## config.mk

```make
export PLATFORM = sky130hd
export DESIGN_NAME = c_enc_flat
export DESIGN_NICKNAME = d
export VERILOG_FILES = /design/src/rtl/c_enc_if.sv /design/src/rtl/c_enc.sv /design/src/flat_wrapper.sv
export SDC_FILE = /design/constraint.sdc
export NUM_CORES = 1
export LEC_CHECK = 0
export BUFFER_PORTS_ARGS = -buffer_cell sky130_fd_sc_hd__buf_2
export CELL_PAD_IN_SITES_DETAIL_PLACEMENT = 1
export CELL_PAD_IN_SITES_GLOBAL_PLACEMENT = 2
export CORE_MARGIN = 2
export CORE_UTILIZATION = 27
export DETAILED_ROUTE_END_ITERATION = 10
export PLACE_DENSITY = 0.86
export SYNTH_ARGS = -nofsm -noshare
export SYNTH_HDL_FRONTEND = slang
export SYNTH_SLANG_ARGS = --single-unit
```

## constraint.sdc

```tcl
create_clock -name clk -period 1.44 [get_ports clk]
set_clock_uncertainty 0.05 [all_clocks]
set_input_delay 0.072 -clock clk [delete_from_list [all_inputs] [get_ports clk]]
set_output_delay 0.072 -clock clk [all_outputs]
set_load 0.02 [all_outputs]
```

## src/rtl/c_enc_if.sv

```systemverilog
// Handshake bundle for c_enc: count command in, registered unary-code beat out.
// Sized by W, so the count field is $clog2(W) bits wide.
interface c_enc_if #(
    parameter int W = 16
) ();
    localparam int CW = $clog2(W);

    logic          i_in_vld;
    logic [CW-1:0] i_in_n;
    logic          i_in_compliment;
    logic          i_in_ramp;
    logic          o_in_rdy;
    logic          o_out_vld;
    logic [W-1:0]  o_out_x;
    logic          o_out_compliment;
    logic          o_out_last;
    logic          o_out_err;
    logic          i_out_rdy;

    modport master (
        output i_in_vld, i_in_n, i_in_compliment, i_in_ramp, i_out_rdy,
        input  o_in_rdy, o_out_vld, o_out_x, o_out_compliment, o_out_last, o_out_err
    );

    modport slave (
        input  i_in_vld, i_in_n, i_in_compliment, i_in_ramp, i_out_rdy,
        output o_in_rdy, o_out_vld, o_out_x, o_out_compliment, o_out_last, o_out_err
    );
endinterface

```

## src/rtl/c_enc.sv

```systemverilog
// Binary count to W-bit unary/thermometer code, optionally complemented; ramp mode under C_ENC_RAMP_EN.
// Latency: one cycle, accepted command appears on the registered output beat the next cycle.
// Backpressure: output beat holds while o_out_vld & !i_out_rdy; o_in_rdy drops while held or ramping.
module c_enc #(
    parameter int W                     = 16,
    parameter int P_ADMIT_COMPLIMENT_EN = 1
) (
    input  logic   clk,
    input  logic   rst,
    c_enc_if.slave bus
);
    localparam int CW      = $clog2(W);
    localparam bit CMPL_EN = (P_ADMIT_COMPLIMENT_EN != 0);

    generate
        if (W < 2) begin : g_bad_w
            $error("c_enc: W must be >= 2");
        end
    endgenerate

`ifdef C_ENC_RAMP_EN
    typedef enum logic {IDLE, RAMP} state_t;
`else
    typedef enum logic {IDLE} state_t;
`endif

    state_t state;
    logic   out_fire;
    logic   in_acc;
    logic   in_err;
    logic   in_cmpl;

    function automatic logic [W-1:0] thermo(input logic [CW-1:0] n, input logic inv);
        logic [W-1:0] c;
        for (int i = 0; i < W; i++) c[i] = (i < int'(n));
        return inv ? ~c : c;
    endfunction

    assign out_fire     = bus.o_out_vld & bus.i_out_rdy;
    assign bus.o_in_rdy = (state == IDLE) & (!bus.o_out_vld | bus.i_out_rdy);
    assign in_acc       = bus.i_in_vld & bus.o_in_rdy;
    // Only reachable when W is not a power of two.
    assign in_err       = {1'b0, bus.i_in_n} >= (CW+1)'(W);
    assign in_cmpl      = CMPL_EN & bus.i_in_compliment;

`ifdef C_ENC_RAMP_EN
    logic [CW-1:0] k;
    logic [CW-1:0] k_nxt;
    logic [CW-1:0] n_tgt;
    logic          cmpl_q;
    logic          start_ramp;

    assign k_nxt      = k + CW'(1);
    assign start_ramp = bus.i_in_ramp & (bus.i_in_n != '0) & !in_err;
`else
    logic unused_ramp;
    assign unused_ramp = bus.i_in_ramp;
`endif

    always_ff @(posedge clk) begin
        if (rst) begin
            state                <= IDLE;
            bus.o_out_vld        <= 1'b0;
            bus.o_out_x          <= '0;
            bus.o_out_compliment <= 1'b0;
            bus.o_out_last       <= 1'b0;
            bus.o_out_err        <= 1'b0;
`ifdef C_ENC_RAMP_EN
            k                    <= '0;
            n_tgt                <= '0;
            cmpl_q               <= 1'b0;
`endif
        end else begin
            case (state)
                IDLE: begin
                    if (in_acc) begin
                        bus.o_out_vld <= 1'b1;
                        if (in_err) begin
                            bus.o_out_x          <= '0;
                            bus.o_out_compliment <= 1'b0;
                            bus.o_out_last       <= 1'b1;
                            bus.o_out_err        <= 1'b1;
                        end else begin
                            bus.o_out_compliment <= in_cmpl;
                            bus.o_out_err        <= 1'b0;
`ifdef C_ENC_RAMP_EN
                            // A zero-length ramp is just the single k=0 beat.
                            if (start_ramp) begin
                                bus.o_out_x    <= thermo('0, in_cmpl);
                                bus.o_out_last <= 1'b0;
                                k              <= '0;
                                n_tgt          <= bus.i_in_n;
                                cmpl_q         <= in_cmpl;
                                state          <= RAMP;
                            end else begin
                                bus.o_out_x    <= thermo(bus.i_in_ramp ? '0 : bus.i_in_n, in_cmpl);
                                bus.o_out_last <= 1'b1;
                            end
`else
                            bus.o_out_x    <= thermo(bus.i_in_n, in_cmpl);
                            bus.o_out_last <= 1'b1;
`endif
                        end
                    end else if (out_fire) begin
                        bus.o_out_vld <= 1'b0;
                    end
                end
`ifdef C_ENC_RAMP_EN
                RAMP: begin
                    if (out_fire) begin
                        k              <= k_nxt;
                        bus.o_out_x    <= thermo(k_nxt, cmpl_q);
                        bus.o_out_last <= (k_nxt == n_tgt);
                        if (k_nxt == n_tgt) state <= IDLE;
                    end
                end
`endif
                default: state <= IDLE;
            endcase
        end
    end
endmodule
```

## src/flat_wrapper.sv

```systemverilog
// flat-port wrapper written by rule: the top's interface ports become plain ports
module c_enc_flat 
#(
    parameter int W                     = 16,
    parameter int P_ADMIT_COMPLIMENT_EN = 1
)
  (clk, rst, bus_i_in_vld, bus_i_in_n, bus_i_in_compliment, bus_i_in_ramp, bus_i_out_rdy, bus_o_in_rdy, bus_o_out_vld, bus_o_out_x, bus_o_out_compliment, bus_o_out_last, bus_o_out_err);
  c_enc_if #(.W(W)) bus_i ();
  input  logic clk;
  input  logic rst;
  input wire logic [$bits(bus_i.i_in_vld)-1:0] bus_i_in_vld;
  input wire logic [$bits(bus_i.i_in_n)-1:0] bus_i_in_n;
  input wire logic [$bits(bus_i.i_in_compliment)-1:0] bus_i_in_compliment;
  input wire logic [$bits(bus_i.i_in_ramp)-1:0] bus_i_in_ramp;
  input wire logic [$bits(bus_i.i_out_rdy)-1:0] bus_i_out_rdy;
  output wire logic [$bits(bus_i.o_in_rdy)-1:0] bus_o_in_rdy;
  output wire logic [$bits(bus_i.o_out_vld)-1:0] bus_o_out_vld;
  output wire logic [$bits(bus_i.o_out_x)-1:0] bus_o_out_x;
  output wire logic [$bits(bus_i.o_out_compliment)-1:0] bus_o_out_compliment;
  output wire logic [$bits(bus_i.o_out_last)-1:0] bus_o_out_last;
  output wire logic [$bits(bus_i.o_out_err)-1:0] bus_o_out_err;
  assign bus_i.i_in_vld = bus_i_in_vld;
  assign bus_i.i_in_n = bus_i_in_n;
  assign bus_i.i_in_compliment = bus_i_in_compliment;
  assign bus_i.i_in_ramp = bus_i_in_ramp;
  assign bus_i.i_out_rdy = bus_i_out_rdy;
  assign bus_o_in_rdy = bus_i.o_in_rdy;
  assign bus_o_out_vld = bus_i.o_out_vld;
  assign bus_o_out_x = bus_i.o_out_x;
  assign bus_o_out_compliment = bus_i.o_out_compliment;
  assign bus_o_out_last = bus_i.o_out_last;
  assign bus_o_out_err = bus_i.o_out_err;
  c_enc #(.W(W), .P_ADMIT_COMPLIMENT_EN(P_ADMIT_COMPLIMENT_EN)) u_core (.clk(clk), .rst(rst), .bus(bus_i));
endmodule
```

# Word-level counts from Yosys, hierarchy flattened
# Cells that the tools add are included.
# word_totals
word_cells	28
reg_bits	19
romBits	0
mem_count	0
latchBits	0
output_inout_bits	21
inputBits	10
mem_bits_rw	0
# classes
shift	0
n_reduce_logical	2
n_div	0
n_mux	3
n_eq_ne	0
bitwise_logic	4
mul	0
n_lt_le_gt_ge	15
add_sub_neg	0
# ops
operator	count
< comparator 4 bit (first input constant)	7
< comparator 3 x 4 -> 1 bit (first input constant)	4
2-to-1 mux 16 bit	1
inverter 15 -> 16 bit	1
< comparator 1 x 4 -> 1 bit (first input constant)	2
< comparator 2 x 4 -> 1 bit (first input constant)	2
AND 1 bit	2
2-to-1 mux 1 bit	2
nonzero test 2 bit	1
logical NOT 1 bit	1
OR 1 bit	1

# Longest topological paths before layout
# Gate-level depths: netlist of run 1.
# depth
depth_word	4
depth_mapped	6

# Worst setup path before layout of run 1
# No wires, ideal clock.
# synth_timing
kind	register to register
startpoint	reg u_core.bus.o_out_vld
endpoint	reg u_core.bus.o_out_x[14]
period_less_slack_ns	1.362
path_stages_with_launch	7
slack_ns	0.078
arrival_time_ns	1.181
setup_ns	0.131
path_buffers	2
cell_sequence	dfxtp_1 nand2b_4 and2_1 buf_4 buf_6 nor2_1 a211oi_2
# synth_via
elab_chain_cells	3
# synth_rtl
element	line_no	text
start, declared	c_enc_if.sv:27	output o_in_rdy, o_out_vld, o_out_x, o_out_compliment, o_out_last, o_out_err
start signal, assigned	c_enc.sv:63	bus.o_out_vld <= 1'b0;
start signal, assigned	c_enc.sv:77	bus.o_out_vld <= 1'b1;
start signal, assigned	c_enc.sv:105	bus.o_out_vld <= 1'b0;
logical NOT 1 bit	c_enc.sv:40	assign bus.o_in_rdy = (state == IDLE) & (!bus.o_out_vld | bus.i_out_rdy);
OR 1 bit	c_enc.sv:40	
net bus_o_in_rdy	flat_wrapper.sv:16	output wire logic [$bits(bus_i.o_in_rdy)-1:0] bus_o_in_rdy;
AND 1 bit	c_enc.sv:41	assign in_acc = bus.i_in_vld & bus.o_in_rdy;
end signal, assigned	c_enc.sv:100	bus.o_out_x <= thermo(bus.i_in_n, in_cmpl);
end, declared	c_enc_if.sv:27	
# The timed path passes the listed nets, and every way through them passes these cells.
# A chain may end at the register's enable or synchronous reset.

# Worst setup path in the final report of run 1
# layout_timing
startpoint	reg u_core.bus.o_out_vld
endpoint	reg u_core.bus.o_out_x[4]
# layout_via
elab_chain_cells	3
# layout_rtl
element	line_no
logical NOT 1 bit	c_enc.sv:40
OR 1 bit	c_enc.sv:40
AND 1 bit	c_enc.sv:41
# No other way between the ends.

==> results.ini, run 1 <==
[global_route]
grt_usage_pct=11.9
grt_start_max_net_pins=26
overflow=0
first_global_vias=864
antenna_found_initial=0
first_pass_grt_wire_length_um=3750

[sta]
rsz0062_at_grt=false
slew_violations=0
finalSetupTns_ps=0
hold_viol=0
setup-violations-final=0
finalCriticalPeriod_ps=1250
layout_setup_ws_ps=192
max_freq_ghz=0.801
timing.final.crit_share_pct=86.7

[worst_setup_path]
timing.rr.start=u_core.bus.o_out_vld$_SDFFE_PP0P_
reg2regPathDepth=4
critical_path_class=reg2reg
regToRegSetupSlack_ps=190
crit_end_category=flop
critPathMaxFanout=9
cp_data_required_time_ps=1640
worst_setup_path_start_kind=flop
worst-endpoint-arrival_ps=1450
worstReg2RegEnd=u_core.bus.o_out_x[4]$_SDFFE_PP0P_

[power_and_ir_drop]
power.share.sequential_pct=48.3
power_per_cell_area_nw_per_um2=1050
power.static_leakage_nw=0.463
cell_internal_pwr_uw=794
switching_power_uw=356
vdd_ir_max_mv=0.210
power_frac_clock_pct=27.7
power.combinational.fraction_pct=23.9
power_mw=1.15
power_switching_share_pct=31.0

[finish]
antenna_cells=0
area_delta_synth_final_pct=18.8
utilization_pct=33.1
drive_above_1_share_pct=29.0
stdcell_area_um2=1100
fill_cells=416
fin_nets=142

[status]
status=complete, no violations

[synth]
synth-edff-count=0
yosysSeqAreaShare_pct=39.0
yosys.area.top_type=sky130_fd_sc_hd__dfxtp_1
synthesis.instances=109
synth_cell_type_count=28
flip_flop_and_latch_count_after_synthesis=18
mappedNetlistNets=119
synthesis.area_per_instance_um2=8.47
ys_async_sr_fraction_pct=0
mappedNetlistArea_um2=923
synth_top_area_share_pct=39.0
synth_ff_type=sky130_fd_sc_hd__dfxtp_1
netlist_top_cells_area=sky130_fd_sc_hd__dfxtp_1 39%, sky130_fd_sc_hd__xnor2_1 7.6%, sky130_fd_sc_hd__a211oi_1 6.5%
synth.yosys.warnings=0

[routing]
number_of_routed_nets_with_antenna_violations=0
drt-initial-drc-count=22
wirelength_um=2140
detail_route.first_pass.iterations=3
drc=0
vias_per_cell=4.56
route.vias.total=807
routed_wire_length_per_instance_um=12.1

[clocking]
clock_buffers_created_by_tritoncts=3
h_tree_level_count=1
tritoncts_num_sinks=18
cts.clk_slew.worst_paths_ps=110
tritoncts_clock_tree=done
ctsLongestPathBuffers=2
clock-root-buffer=sky130_fd_sc_hd__clkbuf_4
clkLatencyLatePin_ps=300

[floorplan]
num_io_pins=31
core_area_um2=3310
die-width_um=62.5
placementRows=21
initial_core_util_pct=27.9
fp.dieH_um=62.5
die_area_um2=3900

[min_path]
sink_of_the_worst_hold_path=u_core.bus.o_out_vld$_SDFFE_PP0P_
worst_hold_startpoint=bus_i_out_rdy
min-delay-path-class=in2reg
min_delay_path_depth=3

[placed_design]
postPlaceCellArea_um2=1050
io_buffers=28
place_ws_ps=196
post-dp-hpwl_um=1520
place.gp.congestion=0.654

[job]
maxCapViolCount=0

## state kept, by name, indices dropped and copies added, names as in the netlist
| signal | count |
|---|---|
| u_core.bus.o_out_compliment | 1 |
| u_core.bus.o_out_last | 1 |
| u_core.bus.o_out_x | 15 |
| u_core.bus.o_out_vld | 1 |
## cell families after synthesis
logic type                count (synthesis)  synth area share (%)
xor gates and xnor gates                 14                  13.3
other                                     1                 0.406
AOI/OAI and AO/OA                        23                  16.0
DFF                                      18                  39.0
and+or+nand+nor                          40                  21.1
buffers and inverters                    13                  10.2
## metrics by stage
stage                     cells  hold slack [ps]
after global placement      172              282
after global routing        177             25.6
final                       177             15.9
after CTS                   177             10.0
after detailed placement    172              299
after floorplan             109              151
## power by group through the flow
stage / clock, mW / sequential [mW] / combinational (mW)
2_1_floorplan: 0 / 0.616 / 0.159
5_1_grt: 0.349 / 0.562 / 0.302
6_report: 0.319 / 0.556 / 0.275
3_5_place_dp: 0 / 0.568 / 0.277
4_1_cts: 0.328 / 0.557 / 0.279
3_3_place_gp: 0 / 0.565 / 0.267
## repair_timing
action | 4_1_cts | 5_1_grt
buffers inserted | 0 | 0
hold buffers | 1 | 0
hold endpoints to repair | 1 | 0
resized for setup | 0 | 0
## worst max-delay path by stage
stage,slack (ps),cells past startpoint,from,endpoint
global route,120,4,u_core.bus.o_out_vld$_SDFFE_PP0P_,u_core.bus.o_out_x[4]$_SDFFE_PP0P_
floorplan,80,6,u_core.bus.o_out_vld$_SDFFE_PP0P_,u_core.bus.o_out_x[14]$_SDFFE_PP0P_
finish,190,4,u_core.bus.o_out_vld$_SDFFE_PP0P_,u_core.bus.o_out_x[4]$_SDFFE_PP0P_
detailed placement,200,4,u_core.bus.o_out_vld$_SDFFE_PP0P_,u_core.bus.o_out_x[4]$_SDFFE_PP0P_
CTS,170,4,u_core.bus.o_out_vld$_SDFFE_PP0P_,u_core.bus.o_out_x[4]$_SDFFE_PP0P_
global placement,250,4,u_core.bus.o_out_vld$_SDFFE_PP0P_,u_core.bus.o_out_x[4]$_SDFFE_PP0P_
## layer usage
layer,share of wire [%],GRT usage [%],up-vias
li1,-,-,404
met1,45,13.3,376
met2,48,20.3,22
met3,3.9,1.98,5
met4,2.8,8.33,0
met5,0,0,-
## cells in the final DEF (no fill, tap or decap), drive strengths merged
master	instances
and2	1
buf	29
or2	1
xor2	6
nand4	1
nand2b	1
nor2	11
a21oi	11
nand4b	1
nand2	16
inv	1
nand3	3
o21ai	2
a31oi	1
nor4	1
nand3b	1
conb	1
xnor2	8
nor2b	1
or4	1
nor3	1
a211oi	9
clkbuf	4
dlygate4sd3	1
dfxtp	18
## cells in the mapped netlist, types with 2 or more instances
| master | instances |
|---|---|
| sky130_fd_sc_hd__xnor2_1 | 8 |
| sky130_fd_sc_hd__clkbuf_1 | 2 |
| sky130_fd_sc_hd__o21ai_1 | 2 |
| sky130_fd_sc_hd__a211oi_1 | 8 |
| sky130_fd_sc_hd__nand3_1 | 3 |
| sky130_fd_sc_hd__buf_6 | 2 |
| sky130_fd_sc_hd__nor2_1 | 11 |
| sky130_fd_sc_hd__dfxtp_1 | 18 |
| sky130_fd_sc_hd__xor2_1 | 6 |
| sky130_fd_sc_hd__nand2_1 | 15 |
| sky130_fd_sc_hd__a21oi_1 | 10 |
| sky130_fd_sc_hd__buf_4 | 8 |
## worst max-delay path, stage by stage (launching register included)
cell	delay, ps
sky130_fd_sc_hd__dfxtp_1	350
sky130_fd_sc_hd__nand2b_4	90
sky130_fd_sc_hd__nand2_2	130
sky130_fd_sc_hd__or4_1	490
sky130_fd_sc_hd__nand3_1	90
## cell type report
type | instances | area [um^2] | share of cell area, %
well taps | 46 | 57.6 | 5.25
clock buffers | 4 | 36.3 | 3.31
inverters | 1 | 3.75 | 0.342
multi-input cells | 78 | 469 | 42.8
flip-flops and latches | 18 | 360 | 32.8
repair buffers | 30 | 170 | 15.5
Note: power is estimated with default switching activity, not from simulation.
==> inputs of run 2 (changes only) <==
--- a/config.mk
+++ b/config.mk
@@ -8,10 +8,11 @@
 export BUFFER_PORTS_ARGS = -buffer_cell sky130_fd_sc_hd__buf_2
 export CELL_PAD_IN_SITES_DETAIL_PLACEMENT = 1
 export CELL_PAD_IN_SITES_GLOBAL_PLACEMENT = 2
-export CORE_MARGIN = 2
-export CORE_UTILIZATION = 27
+export CORE_MARGIN = 3
+export CORE_UTILIZATION = 29
+export CTS_BUF_LIST = sky130_fd_sc_hd__clkbuf_8
 export DETAILED_ROUTE_END_ITERATION = 10
-export PLACE_DENSITY = 0.86
+export PLACE_DENSITY = 0.91
 export SYNTH_ARGS = -nofsm -noshare
 export SYNTH_HDL_FRONTEND = slang
 export SYNTH_SLANG_ARGS = --single-unit
==> run 2 against run 1 <==
Global-route usage about the same. Via count up 0.25%. Largest power group unchanged. Combinational power about the same.
==> results.ini, run 2 (synthesis results as in run 1) <==
[min_path]
min-delay-path-class=in2reg
worst_hold_startpoint=bus_i_in_vld

[finish]
stdcell_area_um2=1090
layout.cells.most_common=sky130_fd_sc_hd__buf_2
antenna_cells=0
area_delta_synth_final_pct=18.6
drive_above_1_share_pct=29.2
biggest_register=u_core.bus.o_out_x
mostFrequentLayoutCells=28 x sky130_fd_sc_hd__buf_2, 18 x sky130_fd_sc_hd__dfxtp_1, 15 x sky130_fd_sc_hd__nand2_1
fill_cells=386
largest_reg_flops=15
fin_nets=142
utilization_pct=37.7

[clocking]
ctsResizeCount=0
cts_setup_buffers=0
ctsLongestPathBuffers=2
ctsHoldBuffers=0
cts.clk_slew.worst_paths_ps=60
clock-root-buffer=sky130_fd_sc_hd__clkbuf_8
tritoncts_clock_tree=done
clock_buffers_created_by_tritoncts=3
tritoncts_num_sinks=18
h_tree_level_count=1
clkLatencyLatePin_ps=240

[worst_setup_path]
worst_setup_path_start_kind=flop
regToRegSetupSlack_ps=270
worst-endpoint-arrival_ps=1280
critical_path_class=reg2reg
timing.rr.start=u_core.bus.o_out_vld$_SDFFE_PP0P_
critPathMaxFanout=25
crit_path_top_delay_cell=sky130_fd_sc_hd__dfxtp_1
critical-path-max-stage-delay_ps=330
timing.critical_path.cells=nand2b_4 -> and2_1 -> buf_12 -> nor2_1 -> a211oi_1
cp_data_required_time_ps=1550
timing.critical_path.from=u_core.bus.o_out_vld$_SDFFE_PP0P_
crit_end_category=flop

[floorplan]
core_area_um2=2900
initial_core_util_pct=31.8
die-width_um=62.4
num_io_pins=31
fp.dieH_um=62.4
placementRows=19
die_area_um2=3900

[placed_design]
post-dp-hpwl_um=1540
place.gp.congestion=0.627
io_buffers=28
postPlaceCellArea_um2=1050

[routing]
routed_wire_length_per_instance_um=12.5
vias_per_cell=4.70
detail_route.first_pass.iterations=2
wirelength_um=2140
drt-initial-drc-count=13
number_of_routed_nets_with_antenna_violations=0
drc=0
route.vias.total=809

[sta]
finalCriticalPeriod_ps=1170
hold_viol=0
rsz0062_at_grt=false
max_freq_ghz=0.854
timing.final.crit_share_pct=81.3
slew_violations=0
finalSetupTns_ps=0
setup-violations-final=0

[global_route]
first_pass_grt_wire_length_um=3780
grt_usage_pct=11.8
first_global_vias=841
antenna_found_initial=0
overflow=0
grt_start_max_net_pins=26

[job]
maxCapViolCount=0

[status]
status=complete, no violations

[power_and_ir_drop]
power_per_cell_area_nw_per_um2=1070
power.static_leakage_nw=0.464
vdd_ir_max_mv=0.261

[run 2: cell type report]
class / count / area [um^2] / share of cell area (%)
inverter: 1 / 3.75 / 0.343
sequential: 18 / 360 / 32.9
clock buffer: 3 / 41.3 / 3.77
multi-input combinational: 78 / 469 / 42.9
tap: 42 / 52.6 / 4.80
timing repair buffer: 30 / 168 / 15.3
[run 2: worst max-delay path: cells and delay by family (launching register included)]
family	cells	cell delay, ps
buffers and inverters	1	170
DFF	1	330
AOI/OAI and AO/OA	1	210
and+or+nand+nor	3	310
[run 2: path summary, 6_finish.rpt]
check	to	cells after the start
setup / recovery	u_core.bus.o_out_x[13]$_SDFFE_PP0P_	5
hold reg to reg	u_core.bus.o_out_x[2]$_SDFFE_PP0P_	2
hold / removal	u_core.bus.o_out_vld$_SDFFE_PP0P_	3
setup reg to reg	u_core.bus.o_out_x[13]$_SDFFE_PP0P_	5
[run 2: layer usage]
| layer | global-route usage, % | share of wire [%] | vias up | routed length [um] |
|---|---|---|---|---|
| li1 | - | - | 403 | - |
| met1 | 13.7 | 45 | 385 | 954 |
| met2 | 20.0 | 49 | 19 | 1050 |
| met3 | 2.34 | 4.9 | 2 | 105 |
| met4 | 7.16 | 1.4 | 0 | 30 |
| met5 | 0 | 0 | - | 0 |
[run 2: per-stage QoR]
step | setup slack [ps] | power (mW) | instances | hold slack (ps)
6_report | 269 | 1.17 | 172 | 32.0
5_1_grt | 148 | 1.25 | 172 | 55.4
4_1_cts | 240 | 1.19 | 172 | 29.9
3_5_place_dp | 261 | 0.847 | 169 | 296
3_3_place_gp | 329 | 0.837 | 169 | 283
2_1_floorplan | 77.7 | 0.775 | 109 | 151
[run 2: power by group]
| part | internal [mW] | switching [mW] | total [mW] |
|---|---|---|---|
| sequential | 0.537 | 0.0189 | 0.556 |
| combinational | 0.103 | 0.174 | 0.277 |
| clock | 0.185 | 0.154 | 0.339 |
| total | 0.826 | 0.346 | 1.17 |
